$ cat src/rtl/multicycle_controller_if.sv
// Control bundle between the multicycle controller and the shared datapath.
// The master drives the controls; the slave supplies the opcode and memory ready.
interface multicycle_controller_if;
  logic [5:0] op;
  logic       mem_ready;
  logic       mem_req;
  logic       IorD;
  logic       MemWrite;
  logic       IRWrite;
  logic       PCWrite;
  logic       RegWrite;
  logic       RegDst;
  logic       MemtoReg;
  logic       HalfWord;
  logic       ALUSrcA;
  logic [1:0] ALUSrcB;
  logic [1:0] ALUOp;
  logic       instr_done;
  logic       illegal_op;
  logic [3:0] state;

  modport master (
    input  op, mem_ready,
    output mem_req, IorD, MemWrite, IRWrite, PCWrite, RegWrite, RegDst, MemtoReg, HalfWord,
           ALUSrcA, ALUSrcB, ALUOp, instr_done, illegal_op, state
  );

  modport slave (
    output op, mem_ready,
    input  mem_req, IorD, MemWrite, IRWrite, PCWrite, RegWrite, RegDst, MemtoReg, HalfWord,
           ALUSrcA, ALUSrcB, ALUOp, instr_done, illegal_op, state
  );
endinterface

$ cat src/rtl/multicycle_controller.sv
// Multicycle control FSM for a shared-memory datapath (RTYPE/LW/SW/ADDI/LH),
// with a memory ready handshake that can stall fetch, load and store.
module multicycle_controller #(
  parameter bit WAIT_MEM = 1'b1
) (
  input logic                          clk,
  input logic                          reset,
  multicycle_controller_if.master      bus
);

  localparam logic [5:0] OpRtype = 6'b000000;
  localparam logic [5:0] OpLw    = 6'b100011;
  localparam logic [5:0] OpSw    = 6'b101011;
  localparam logic [5:0] OpAddi  = 6'b001000;
  localparam logic [5:0] OpLh    = 6'b100001;

  typedef enum logic [3:0] {
    StFetch    = 4'd0,
    StDecode   = 4'd1,
    StMemAdr   = 4'd2,
    StMemRead  = 4'd3,
    StMemWb    = 4'd4,
    StMemWrite = 4'd5,
    StExecute  = 4'd6,
    StAluWb    = 4'd7,
    StAddiExec = 4'd8,
    StAddiWb   = 4'd9
  } state_e;

  state_e     state_q, state_d;
  logic [5:0] op_q, op_d;
  logic       illegal_q, illegal_d;
  logic       ready;

  assign ready = WAIT_MEM ? bus.mem_ready : 1'b1;

  always_ff @(posedge clk) begin
    if (reset) begin
      state_q   <= StFetch;
      op_q      <= '0;
      illegal_q <= 1'b0;
    end else begin
      state_q   <= state_d;
      op_q      <= op_d;
      illegal_q <= illegal_d;
    end
  end

  always_comb begin
    state_d   = state_q;
    op_d      = op_q;
    illegal_d = illegal_q;
    case (state_q)
      StFetch:    if (ready) state_d = StDecode;
      StDecode: begin
        op_d = bus.op;
        case (bus.op)
          OpLw, OpSw, OpLh: state_d = StMemAdr;
          OpRtype:          state_d = StExecute;
          OpAddi:           state_d = StAddiExec;
          default: begin
            illegal_d = 1'b1;
            state_d   = StFetch;
          end
        endcase
      end
      StMemAdr:   state_d = (op_q == OpSw) ? StMemWrite : StMemRead;
      StMemRead:  if (ready) state_d = StMemWb;
      StMemWb:    state_d = StFetch;
      StMemWrite: if (ready) state_d = StFetch;
      StExecute:  state_d = StAluWb;
      StAluWb:    state_d = StFetch;
      StAddiExec: state_d = StAddiWb;
      StAddiWb:   state_d = StFetch;
      default:    state_d = StFetch;
    endcase
  end

  // Reset forces every control low so an abandoned instruction cannot strobe.
  always_comb begin
    bus.mem_req    = 1'b0;
    bus.IorD       = 1'b0;
    bus.MemWrite   = 1'b0;
    bus.IRWrite    = 1'b0;
    bus.PCWrite    = 1'b0;
    bus.RegWrite   = 1'b0;
    bus.RegDst     = 1'b0;
    bus.MemtoReg   = 1'b0;
    bus.HalfWord   = 1'b0;
    bus.ALUSrcA    = 1'b0;
    bus.ALUSrcB    = 2'b00;
    bus.ALUOp      = 2'b00;
    bus.instr_done = 1'b0;
    if (!reset) begin
      case (state_q)
        StFetch: begin
          bus.mem_req = 1'b1;
          bus.ALUSrcB = 2'b01;
          bus.IRWrite = ready;
          bus.PCWrite = ready;
        end
        StDecode: begin
          bus.ALUSrcB = 2'b11;
          case (bus.op)
            OpLw, OpSw, OpLh, OpRtype, OpAddi: bus.instr_done = 1'b0;
            default:                           bus.instr_done = 1'b1;
          endcase
        end
        StMemAdr: begin
          bus.ALUSrcA = 1'b1;
          bus.ALUSrcB = 2'b10;
        end
        StMemRead: begin
          bus.mem_req  = 1'b1;
          bus.IorD     = 1'b1;
          bus.HalfWord = (op_q == OpLh);
        end
        StMemWb: begin
          bus.RegWrite   = 1'b1;
          bus.MemtoReg   = 1'b1;
          bus.HalfWord   = (op_q == OpLh);
          bus.instr_done = 1'b1;
        end
        StMemWrite: begin
          bus.mem_req    = 1'b1;
          bus.IorD       = 1'b1;
          bus.MemWrite   = 1'b1;
          bus.instr_done = ready;
        end
        StExecute: begin
          bus.ALUSrcA = 1'b1;
          bus.ALUOp   = 2'b10;
        end
        StAluWb: begin
          bus.RegWrite   = 1'b1;
          bus.RegDst     = 1'b1;
          bus.instr_done = 1'b1;
        end
        StAddiExec: begin
          bus.ALUSrcA = 1'b1;
          bus.ALUSrcB = 2'b10;
        end
        StAddiWb: begin
          bus.RegWrite   = 1'b1;
          bus.instr_done = 1'b1;
        end
        default: ;
      endcase
    end
  end

  assign bus.illegal_op = illegal_q;
  assign bus.state      = state_q;

endmodule

$ cat src/flat_wrapper.sv
// flat-port wrapper written by rule: the top's interface ports become plain ports
module multicycle_controller_flat 
#(
  parameter bit WAIT_MEM = 1'b1
)
  (clk, reset, bus_op, bus_mem_ready, bus_mem_req, bus_IorD, bus_MemWrite, bus_IRWrite, bus_PCWrite, bus_RegWrite, bus_RegDst, bus_MemtoReg, bus_HalfWord, bus_ALUSrcA, bus_ALUSrcB, bus_ALUOp, bus_instr_done, bus_illegal_op, bus_state);
  multicycle_controller_if bus_i ();
  input logic clk;
  input logic reset;
  input wire logic [$bits(bus_i.op)-1:0] bus_op;
  input wire logic [$bits(bus_i.mem_ready)-1:0] bus_mem_ready;
  output wire logic [$bits(bus_i.mem_req)-1:0] bus_mem_req;
  output wire logic [$bits(bus_i.IorD)-1:0] bus_IorD;
  output wire logic [$bits(bus_i.MemWrite)-1:0] bus_MemWrite;
  output wire logic [$bits(bus_i.IRWrite)-1:0] bus_IRWrite;
  output wire logic [$bits(bus_i.PCWrite)-1:0] bus_PCWrite;
  output wire logic [$bits(bus_i.RegWrite)-1:0] bus_RegWrite;
  output wire logic [$bits(bus_i.RegDst)-1:0] bus_RegDst;
  output wire logic [$bits(bus_i.MemtoReg)-1:0] bus_MemtoReg;
  output wire logic [$bits(bus_i.HalfWord)-1:0] bus_HalfWord;
  output wire logic [$bits(bus_i.ALUSrcA)-1:0] bus_ALUSrcA;
  output wire logic [$bits(bus_i.ALUSrcB)-1:0] bus_ALUSrcB;
  output wire logic [$bits(bus_i.ALUOp)-1:0] bus_ALUOp;
  output wire logic [$bits(bus_i.instr_done)-1:0] bus_instr_done;
  output wire logic [$bits(bus_i.illegal_op)-1:0] bus_illegal_op;
  output wire logic [$bits(bus_i.state)-1:0] bus_state;
  assign bus_i.op = bus_op;
  assign bus_i.mem_ready = bus_mem_ready;
  assign bus_mem_req = bus_i.mem_req;
  assign bus_IorD = bus_i.IorD;
  assign bus_MemWrite = bus_i.MemWrite;
  assign bus_IRWrite = bus_i.IRWrite;
  assign bus_PCWrite = bus_i.PCWrite;
  assign bus_RegWrite = bus_i.RegWrite;
  assign bus_RegDst = bus_i.RegDst;
  assign bus_MemtoReg = bus_i.MemtoReg;
  assign bus_HalfWord = bus_i.HalfWord;
  assign bus_ALUSrcA = bus_i.ALUSrcA;
  assign bus_ALUSrcB = bus_i.ALUSrcB;
  assign bus_ALUOp = bus_i.ALUOp;
  assign bus_instr_done = bus_i.instr_done;
  assign bus_illegal_op = bus_i.illegal_op;
  assign bus_state = bus_i.state;
  multicycle_controller #(.WAIT_MEM(WAIT_MEM)) u_core (.clk(clk), .reset(reset), .bus(bus_i));
endmodule
$ cat config.mk
export PLATFORM = sky130hd
export DESIGN_NAME = multicycle_controller_flat
export DESIGN_NICKNAME = d
export VERILOG_FILES = /design/src/rtl/multicycle_controller_if.sv /design/src/rtl/multicycle_controller.sv /design/src/flat_wrapper.sv
export SDC_FILE = /design/constraint.sdc
export NUM_CORES = 1
export LEC_CHECK = 0
export CORE_MARGIN = 4
export CORE_UTILIZATION = 39
export CTS_BUF_LIST = sky130_fd_sc_hd__clkbuf_4 sky130_fd_sc_hd__clkbuf_8 sky130_fd_sc_hd__clkbuf_16
export CTS_CLUSTER_SIZE = 10
export DETAILED_ROUTE_END_ITERATION = 8
export PLACE_DENSITY = 0.8
export SYNTH_ARGS = -nofsm -noshare
export SYNTH_HDL_FRONTEND = slang
export SYNTH_SLANG_ARGS = --single-unit
$ cat constraint.sdc
create_clock -name clk -period 1.4 [get_ports clk]
set_input_delay 0.28 -clock clk [delete_from_list [all_inputs] [get_ports clk]]
set_output_delay 0.28 -clock clk [all_outputs]
set_load 0.005 [all_outputs]
==> results of run 1 <==
## layout make-up
type	count	area, sq um
fillers	115	399
repair buffers	74	622
well taps	27	33.8
inverters	4	15.0
clock buffers	4	30.0
multi-input cells	87	647
flip-flops and latches	11	235
## cell usage in the layout, fill, tap and decap left out, drive strengths merged, types with 6 or more instances in the layout
master	n
a21oi	13
buf	59
clkbuf	7
dfxtp	11
dlygate4sd2	6
nand2	14
nor2	11
nor3	10
nor4	6
## registers in the layout, indices dropped and copies added (netlist names)
signal                 count
u_core.op_q                6
u_core.bus.state           4
u_core.bus.illegal_op      1
## worst reg2reg max path: cells and delay by family, from the launching register on
kind / cells / cell delay (ps)
AND/OR/NAND/NOR: 3 / 630
buffers and inverters: 1 / 120
flip-flops: 1 / 390
AO/OA/AOI/OAI: 1 / 100
## logic make-up after synthesis
family	Yosys count
other	1
XOR/XNOR	1
flip-flops	11
AND/OR/NAND/NOR	58
buffers and inverters	16
AO/OA/AOI/OAI	27
## path summary, 6_finish.rpt
kind,startpoint,endpoint,cells past startpoint
worst max-delay path,u_core.bus.state[1],bus_IRWrite,5
worst min-delay path,bus_op[1],u_core.op_q[1],3
worst max register to register,u_core.bus.state[2],u_core.bus.state[0],5
worst min register to register,u_core.op_q[4],u_core.op_q[4],2
## power by group through the flow
stage / Combinational (mW) / Clock [mW] / Sequential (mW)
2_1_floorplan: 0.0941 / 0 / 0.340
3_3_place_gp: 0.200 / 0 / 0.344
3_5_place_dp: 0.208 / 0 / 0.344
4_1_cts: 0.242 / 0.234 / 0.331
5_1_grt: 0.277 / 0.251 / 0.334
6_report: 0.258 / 0.237 / 0.332
## layer usage
layer / routed length (um) / vias up / share of wire [%] / track usage [%]
met1: 1130 / 530 / 36 / 22.9
met4: 187 / 0 / 5.9 / 17.9
li1: - / 536 / - / -
met5: 0 / - / 0 / 0
met2: 1600 / 64 / 51 / 43.5
met3: 222 / 20 / 7.1 / 2.49
## stage by stage
step / hold WS (ps) / instances / TNS [ps]
after CTS: 446 / 205 / -2480
after detailed placement: 441 / 189 / -8630
after global placement: 435 / 189 / -7960
after floorplan: 416 / 114 / 0
after global routing: 296 / 207 / -3500
final: 288 / 207 / -2560
## timing repair
action,CTS,global route
gates resized for setup,98,24
hold buffers,0,0
pin swaps,18,22
endpoints found under the setup margin,25,25
setup buffers,14,4
==> flow_summary_export.csv, run 1 <==
group,metric,value,unit
status,status,"finished with violations",
status,violations,"negative setup slack",
sta,period_needed,1730,ps
power,power.share.clock,28.6,%
global_route,antenna_found_initial,0,
synthesis,syn_area,823,sq um
synthesis,ys_types,38,
power,fin_total_pwr,0.827,mW
cells_and_area,stdcell_area,0.00158,sq mm
sta,setup_ws,-327,ps
synthesis,yosys.area_share.xor_xnor,1.98,%
synthesis,synth_seq_cells,11,
cells_and_area,layout.nets,190,
die,start_util,41.5,%
clock_tree,htreeDepth,1,
setup_path,crit_type,"flop to primary output",
setup_path,cp-start-kind,"flop",
clock_tree,cts_tree,"built",
clock_tree,clk_pin_slew,70,ps
setup_path,crit_family,"buffers and inverters",
global_route,grt_max_degree,12,
power,pwr-share-comb,31.2,%
die,row_count,16,
synthesis,post_synth.cell_area_avg,7.22,sq um
clock_tree,cts_buffers,3,
clock_tree,clock_sinks,11,
worst_hold_path,hold_class,"primary input to flop",
setup_path,worst-path-buf-inv,3,
die,die_x,53.9,um
die,core,0.00198,sq mm
route,drt_first_iter_violations,34,
synthesis,synth_area_leaders,"dfxtp_1 (27%), a21oi_1 (7.3%), nand2_1 (6.4%)",
synthesis,synth_edf_count,0,
route,routed_via_density,5.56,
setup_path,worst-r2r-setup-slack,50,ps
setup_path,cpMaxStageDelayCell,"dfxtp_4",
place,dpl_cell_area,0.00132,sq mm
synthesis,synth_adder_area_share,0,%
cells_and_area,layout-drive-gt1-share,55.6,%
place,dpl.hpwl,1930,um
clock_tree,clock_path_buffers,2,
global_route,groute.usage.overall,23.2,%
cells_and_area,final_util,79.9,%
die,fp.dieH,53.9,um
clock_tree,clock_latency,270,ps
power,power.leakage,0.717,nW
route,firstDrtPassIters,4,
route,ant_nets,0,
route,wl,3140,um
cells_and_area,antennaDiodeCount,0,
setup_path,max_stage_delay,380,ps
synthesis,yosys.area.top_type_share,26.7,%
sta,hold_viol_final,0,
synthesis,synth_compound_area_share,20.8,%
setup_path,critPathMaxFanout,6,
sta,rsz0062_at_grt,"true",
synthesis,synthSimpleGateAreaFrac,39.5,%
setup_path,end_kind,"primary output",
power,switching_share,28.4,%
global_route,grt_pass1_vias,1110,
synthesis,yosysMostFrequentCell,"nand2_1",
clock_tree,cts_root_buf,"clkbuf_4",
power,p_seq_share,40.2,%
place,pre_cts_ws,-766,ps
synthesis,synth_top_family_by_area,"simple AND/OR/NAND/NOR gates",
sta,slew_viol_final,0,
synthesis,ys.flop_type,"dfxtp_1",
route,wl_per_cell,15.2,um
setup_path,cp.required,1120,ps
setup_path,worstPathCellList,"nor2_2 -> buf_4 -> and4b_1 -> buf_4 -> clkdlybuf4s15_1",
power,powerDensity,523,mW/mm^2
global_route,grt_overflow,0,
synthesis,ys_seq_area_share,26.7,%
cells_and_area,syn_to_final_growth,92.2,%
synthesis,synthMuxAreaShare,0,%
sta,skew,4.57,ps
synthesis,ys_warn_count,0,
synthesis,yosys.area.top_type,"dfxtp_1",
route,drc,0,
sta,period_share,123,%
die,dieArea,0.00291,sq mm
place,place_congestion,0.865,
power,cell_internal_pwr,0.592,mW
setup_path,cp.arrival,1450,ps
place,io_buffers,27,
route,vias,1150,
job,max_cap_violations,0,
synthesis,synth_cells,114,
synthesis,async_reset_ff_share,0,%
die,ios,29,
setup_path,cpMostUsedCell,"buf_4",
sta,fmax,579,MHz
global_route,grt_pass1_wl,4790,um
synthesis,syn-num-nets,123,
sta,finalSetupViolations,14,
power,worst_ir_drop_vdd,0.569,mV
synthesis,synthTopCellsByCount,"nand2_1 (14), a21oi_1 (12), dfxtp_1 (11), nor2_1 (11), nor3_1 (8)",
power,p_switching,0.235,mW
No activity file was read; power rests on OpenSTA's default activity.
==> run 2: changes to the inputs <==
--- a/config.mk
+++ b/config.mk
@@ -11,6 +11,8 @@
 export CTS_CLUSTER_SIZE = 10
 export DETAILED_ROUTE_END_ITERATION = 8
 export PLACE_DENSITY = 0.8
+export SETUP_SLACK_MARGIN = 0.5
+export SLEW_MARGIN = 20
 export SYNTH_ARGS = -nofsm -noshare
 export SYNTH_HDL_FRONTEND = slang
 export SYNTH_SLANG_ARGS = --single-unit
==> flow_summary_export.csv, run 2 (synthesis gave the netlist of run 1 again) <==
group,metric,value,unit
status,status,"finished with violations",
status,violations,"negative setup slack",
setup_path,path_depth,5,
power,powerDensity,487,mW/mm^2
sta,fmax,563,MHz
setup_path,rr_endpoint,"u_core.bus.state[0]",
route,ant_nets,0,
place,placed_cells,191,
clock_tree,ctsHoldBuffers,0,
sta,hold_viol_final,0,
setup_path,end_kind,"primary output",
worst_hold_path,min_from,"u_core.op_q[5]",
power,power.leakage,0.793,nW
die,row_count,16,
die,start_util,41.5,%
setup_path,cp.arrival,1500,ps
clock_tree,htreeDepth,1,
route,vias,1331,
cells_and_area,layout.nets,204,
place,pre_cts_ws,-740,ps
cells_and_area,final_util,92.6,%
setup_path,r2r_cells,7,
die,ios,29,
worst_hold_path,min_to,"u_core.op_q[5]",
die,dieArea,0.00291,sq mm
route,drt_first_iter_violations,77,
worst_hold_path,worstHoldPathCells,2,
setup_path,cp-start-kind,"flop",
route,wl_per_cell,21.0,um
clock_tree,clock_sinks,11,
sta,rsz0062_at_grt,"true",
cells_and_area,regMostFlops,"u_core.op_q",
sta,period_share,127,%
cells_and_area,layout_commonest_cell,"buf_4",
cells_and_area,seq_area,236,sq um
route,drc,0,
setup_path,crit_type,"flop to primary output",
setup_path,worst-r2r-setup-slack,-280,ps
die,fp.dieH,53.9,um
global_route,grt_overflow,0,
setup_path,worst-path-buf-inv,2,
cells_and_area,layout_common_cells,"buf_4 (31), buf_6 (30), buf_2 (13), a21oi_2 (9), nand2_1 (8)",
die,die_x,53.9,um
setup_path,cp.required,1120,ps
power,worst_ir_drop_vdd,0.589,mV
sta,setup_ws,-377,ps
setup_path,max_stage_delay,430,ps
clock_tree,clk_pin_slew,80,ps
global_route,grt_pass1_vias,1216,
clock_tree,clock_latency,270,ps
clock_tree,cts_root_buf,"clkbuf_4",
place,place_congestion,0.893,
sta,period_needed,1780,ps
sta,slew_viol_final,0,
setup_path,critPathMaxFanout,7,
global_route,antenna_found_initial,0,
cells_and_area,multi_input_area,727,sq um
clock_tree,clock_path_buffers,2,
cells_and_area,fillers,76,
cells_and_area,layout-drive-gt1-share,66.5,%
global_route,grt_max_degree,10,
cells_and_area,final_cells,221,
setup_path,cpMaxStageDelayCell,"dfxtp_4",
clock_tree,cts_tree,"built",
die,core,0.00198,sq mm
sta,finalSetupViolations,25,
cells_and_area,largest_reg_flops,6,
clock_tree,cts_buffers,3,
worst_hold_path,hold_class,"flop to flop",
setup_path,crit_family,"flip-flops",
route,routed_via_density,6.02,
route,wl,4630,um
sta,skew,5.65,ps
global_route,grt_pass1_wl,5470,um
job,max_cap_violations,0,
cells_and_area,antennaDiodeCount,0,
place,dpl.hpwl,2100,um
global_route,groute.usage.overall,26.6,%
setup_path,worstPathCellList,"buf_12 -> xor2_4 -> o21ai_1 -> nor3_1 -> buf_2",
place,io_buffers,27,
cells_and_area,syn_to_final_growth,123,%
setup_path,r2r-start,"u_core.bus.state[1]",
route,firstDrtPassIters,4,
[run 2: changes by cell type in the layout (fill, tap and decap cells not counted), moves of 2 or more]
cell / previous run / this run
a21oi_2: 4 / 9
nand2_1: 14 / 8
buf_6: 14 / 30
a21oi_1: 9 / 4
nand2_2: 0 / 6
clkdlybuf4s50_1: 2 / 4
clkdlybuf4s15_1: 2 / 0
clkbuf_2: 3 / 0
[run 2: how the worst max path moves through the flow]
stage,from,to
after floorplan,u_core.bus.state[3],bus_instr_done
after global placement,bus_op[1],bus_instr_done
after detailed placement,bus_op[1],bus_instr_done
after CTS,u_core.bus.state[1],bus_instr_done
after global routing,u_core.bus.state[1],bus_IorD
final,u_core.bus.state[1],bus_ALUSrcB[1]
[run 2: metrics by stage]
step	total power [mW]	hold slack, ps	setup TNS, ps	area [sq um]
after floorplan	0.448	416	0	917
after global placement	0.552	439	-8200	1380
after detailed placement	0.559	440	-8600	1380
after CTS	0.826	444	-3110	1670
after global routing	0.925	482	-5890	1830
final	0.893	472	-4900	1830
[run 2: where the power goes]
group          total (mW)  leakage [nW]  internal, mW  switching [mW]
Clock               0.230        0.0177         0.106           0.124
Combinational       0.329         0.683         0.173           0.156
Sequential          0.334        0.0931         0.321          0.0134
[run 2: layout make-up]
type | count | area share [%]
Sequential cell | 11 | 12.9
Clock buffer | 3 | 1.23
Tap cell | 27 | 1.84
Timing Repair Buffer | 88 | 43.3
Clock inverter | 1 | 0.273
Multi-Input combinational cell | 87 | 39.6
Inverter | 4 | 0.819
[run 2: routing by layer]
metal  global-route usage [%]  wire length, um  vias up
li1                         -                -      563
met1                     26.0             1620      632
met2                     50.2             2380      107
met3                     3.32              408       29
met4                     19.6              226        0
met5                        0                0        -
[run 2: tightest hold or removal path, stage by stage, from the launching register on]
cell and delay [ps]:
dfxtp_1 320, nand2_2 70, a21oi_2 40
[run 2: what timing repair did]
item | in CTS | in global routing
gates cloned | 1 | 0
pin swaps | 20 | 9
setup endpoints to repair | 30 | 30
resized for setup | 118 | 28
buffers inserted | 18 | 7
==> run 3: changes to the inputs <==
--- a/config.mk
+++ b/config.mk
@@ -6,11 +6,11 @@
 export NUM_CORES = 1
 export LEC_CHECK = 0
 export CORE_MARGIN = 4
-export CORE_UTILIZATION = 39
+export CORE_UTILIZATION = 44
 export CTS_BUF_LIST = sky130_fd_sc_hd__clkbuf_4 sky130_fd_sc_hd__clkbuf_8 sky130_fd_sc_hd__clkbuf_16
 export CTS_CLUSTER_SIZE = 10
 export DETAILED_ROUTE_END_ITERATION = 8
-export PLACE_DENSITY = 0.8
+export PLACE_DENSITY = 0.84
 export SETUP_SLACK_MARGIN = 0.5
 export SLEW_MARGIN = 20
 export SYNTH_ARGS = -nofsm -noshare
==> constraint.sdc (replaced) <==
create_clock -name clk -period 2 [get_ports clk]
set_input_delay 0.4 -clock clk [delete_from_list [all_inputs] [get_ports clk]]
set_output_delay 0.4 -clock clk [all_outputs]
set_load 0.005 [all_outputs]
==> flow_summary_export.csv, run 3 (synthesis gave the netlist of run 1 again) <==
group,metric,value,unit
global_route,antenna_found_initial,0,
setup_path,end_kind,"primary output",
sta,finalSetupViolations,1,
place,dpl.hpwl,1890,um
sta,tns,-52.4,ps
die,core,0.00175,sq mm
setup_path,cp.arrival,1650,ps
status,status,"finished with violations",
die,dieArea,0.00263,sq mm
cells_and_area,layout_common_cells,"buf_4 (35), buf_6 (17), buf_2 (15), nand2_1 (13)",
sta,period_share,103,%
global_route,grt_pass1_wl,5830,um
cells_and_area,layout.nets,196,
cells_and_area,layout_commonest_cell,"buf_4",
global_route,grt_pass1_vias,1221,
clock_tree,clock_sinks,11,
route,dr_wl_met3,485,um
power,pwr-share-comb,32.9,%
clock_tree,clock_latency,270,ps
power,power.leakage,0.743,nW
sta,slew_viol_final,0,
power,powerDensity,370,mW/mm^2
route,vias,1327,
setup_path,critPathMaxFanout,4,
route,wl_met1,1690,um
die,ios,29,
clock_tree,htreeDepth,1,
sta,skew,1.55,ps
setup_path,cp-start-kind,"flop",
setup_path,cpMostUsedCell,"buf_6",
global_route,groute.usage.overall,29.3,%
sta,setup_ws,-52.4,ps
route,firstDrtPassIters,5,
route,wl_per_cell,22.5,um
setup_path,cp.required,1600,ps
place,pre_cts_ws,-406,ps
clock_tree,clk_pin_slew,70,ps
sta,fmax,487,MHz
power,p_switching,0.191,mW
route,maxUsedRoutingLayer,"met4",
setup_path,crit_type,"flop to primary output",
clock_tree,clock_path_buffers,2,
power,power.share.clock,28.1,%
global_route,grt_max_degree,12,
power,switching_share,31.5,%
route,routed_via_density,6.29,
job,max_cap_violations,0,
clock_tree,cts_root_buf,"clkbuf_4",
clock_tree,ctsHoldBuffers,0,
sta,rsz0062_at_grt,"true",
power,worst_ir_drop_vdd,0.441,mV
cells_and_area,layout-drive-gt1-share,58.1,%
power,cell_internal_pwr,0.416,mW
setup_path,worst-path-buf-inv,6,
route,drc,0,
setup_path,path_depth,8,
worst_hold_path,worstHoldPathCells,2,
setup_path,r2r_cells,10,
setup_path,worstPathCellList,"buf_6 -> buf_6 -> buf_6 -> buf_4 -> buf_6 -> nand2b_4 -> a211oi_2 -> buf_2",
setup_path,max_stage_delay,370,ps
cells_and_area,largest_reg_flops,6,
cells_and_area,antennaDiodeCount,0,
route,drt_first_iter_violations,99,
worst_hold_path,hold_class,"flop to flop",
setup_path,crit_family,"buffers and inverters",
die,row_count,15,
die,start_util,47.2,%
route,ant_nets,0,
clock_tree,cts_buffers,3,
cells_and_area,regMostFlops,"u_core.op_q",
status,violations,"negative setup slack",
place,place_congestion,0.873,
die,fp.dieH,51.3,um
place,io_buffers,27,
global_route,grt_overflow,0,
sta,period_needed,2050,ps
clock_tree,cts_tree,"built",
die,die_x,51.3,um
route,wl,4750,um
cells_and_area,syn_to_final_growth,99.2,%
sta,hold_viol_final,0,
setup_path,cpMaxStageDelayCell,"dfxtp_4",
power,p_seq_share,39.0,%
route,routed-wl-met2,2240,um
==> run 3: power by group through the flow <==
stage	Combinational (mW)	Clock (mW)	Sequential, mW
after floorplan	0.0669	0	0.238
after global placement	0.133	0	0.241
after detailed placement	0.138	0	0.242
after CTS	0.159	0.167	0.234
after global routing	0.210	0.178	0.238
final	0.200	0.171	0.237
==> run 3: path summary, 6_finish.rpt <==
| check | startpoint | end | slack (ps) |
|---|---|---|---|
| setup reg to reg | u_core.bus.state[1] | u_core.bus.state[0] | 190 |
| setup / recovery | u_core.bus.state[1] | bus_ALUSrcA | -50 |
| hold / removal | u_core.bus.illegal_op | u_core.bus.illegal_op | 500 |
| hold reg to reg | u_core.bus.illegal_op | u_core.bus.illegal_op | 500 |
==> run 3: stage by stage <==
stage / total power [mW] / hold slack (ps) / instance area (sq um) / instances / util [%]
2_1_floorplan: 0.305 / 432 / 828 / 114 / -
4_1_cts: 0.561 / 465 / 1510 / 209 / 86.7
3_5_place_dp: 0.380 / 448 / 1250 / 179 / 71.8
6_report: 0.607 / 502 / 1640 / 211 / 94.0
5_1_grt: 0.625 / 534 / 1640 / 211 / 94.0
3_3_place_gp: 0.374 / 442 / 1250 / 179 / 71.8
==> run 3: layout make-up <==
type                       count  area (sq um)
multi-input combinational     87           672
timing repair buffer          80           659
sequential                    11           233
fill                          59           105
tap                           25          31.3
clock buffer                   4          30.0
inverter                       4          15.0
==> run 3: timing repair <==
action,4_1_cts,5_1_grt
gates resized for setup,103,24
buffers inserted,25,2
pin swaps,22,14
setup endpoints to repair,20,25
gates cloned,1,0
==> run 3: routing by layer <==
metal | up-vias | track usage, %
met3 | 46 | 3.79
li1 | 549 | -
met4 | 0 | 15.7
met2 | 127 | 53.4
met5 | - | 0
met1 | 605 | 32.6
==> run 3: tightest hold or removal path: stages, from the launching register on <==
cell and delay (ps):
dfxtp_1 330, inv_1 80, a21oi_2 50
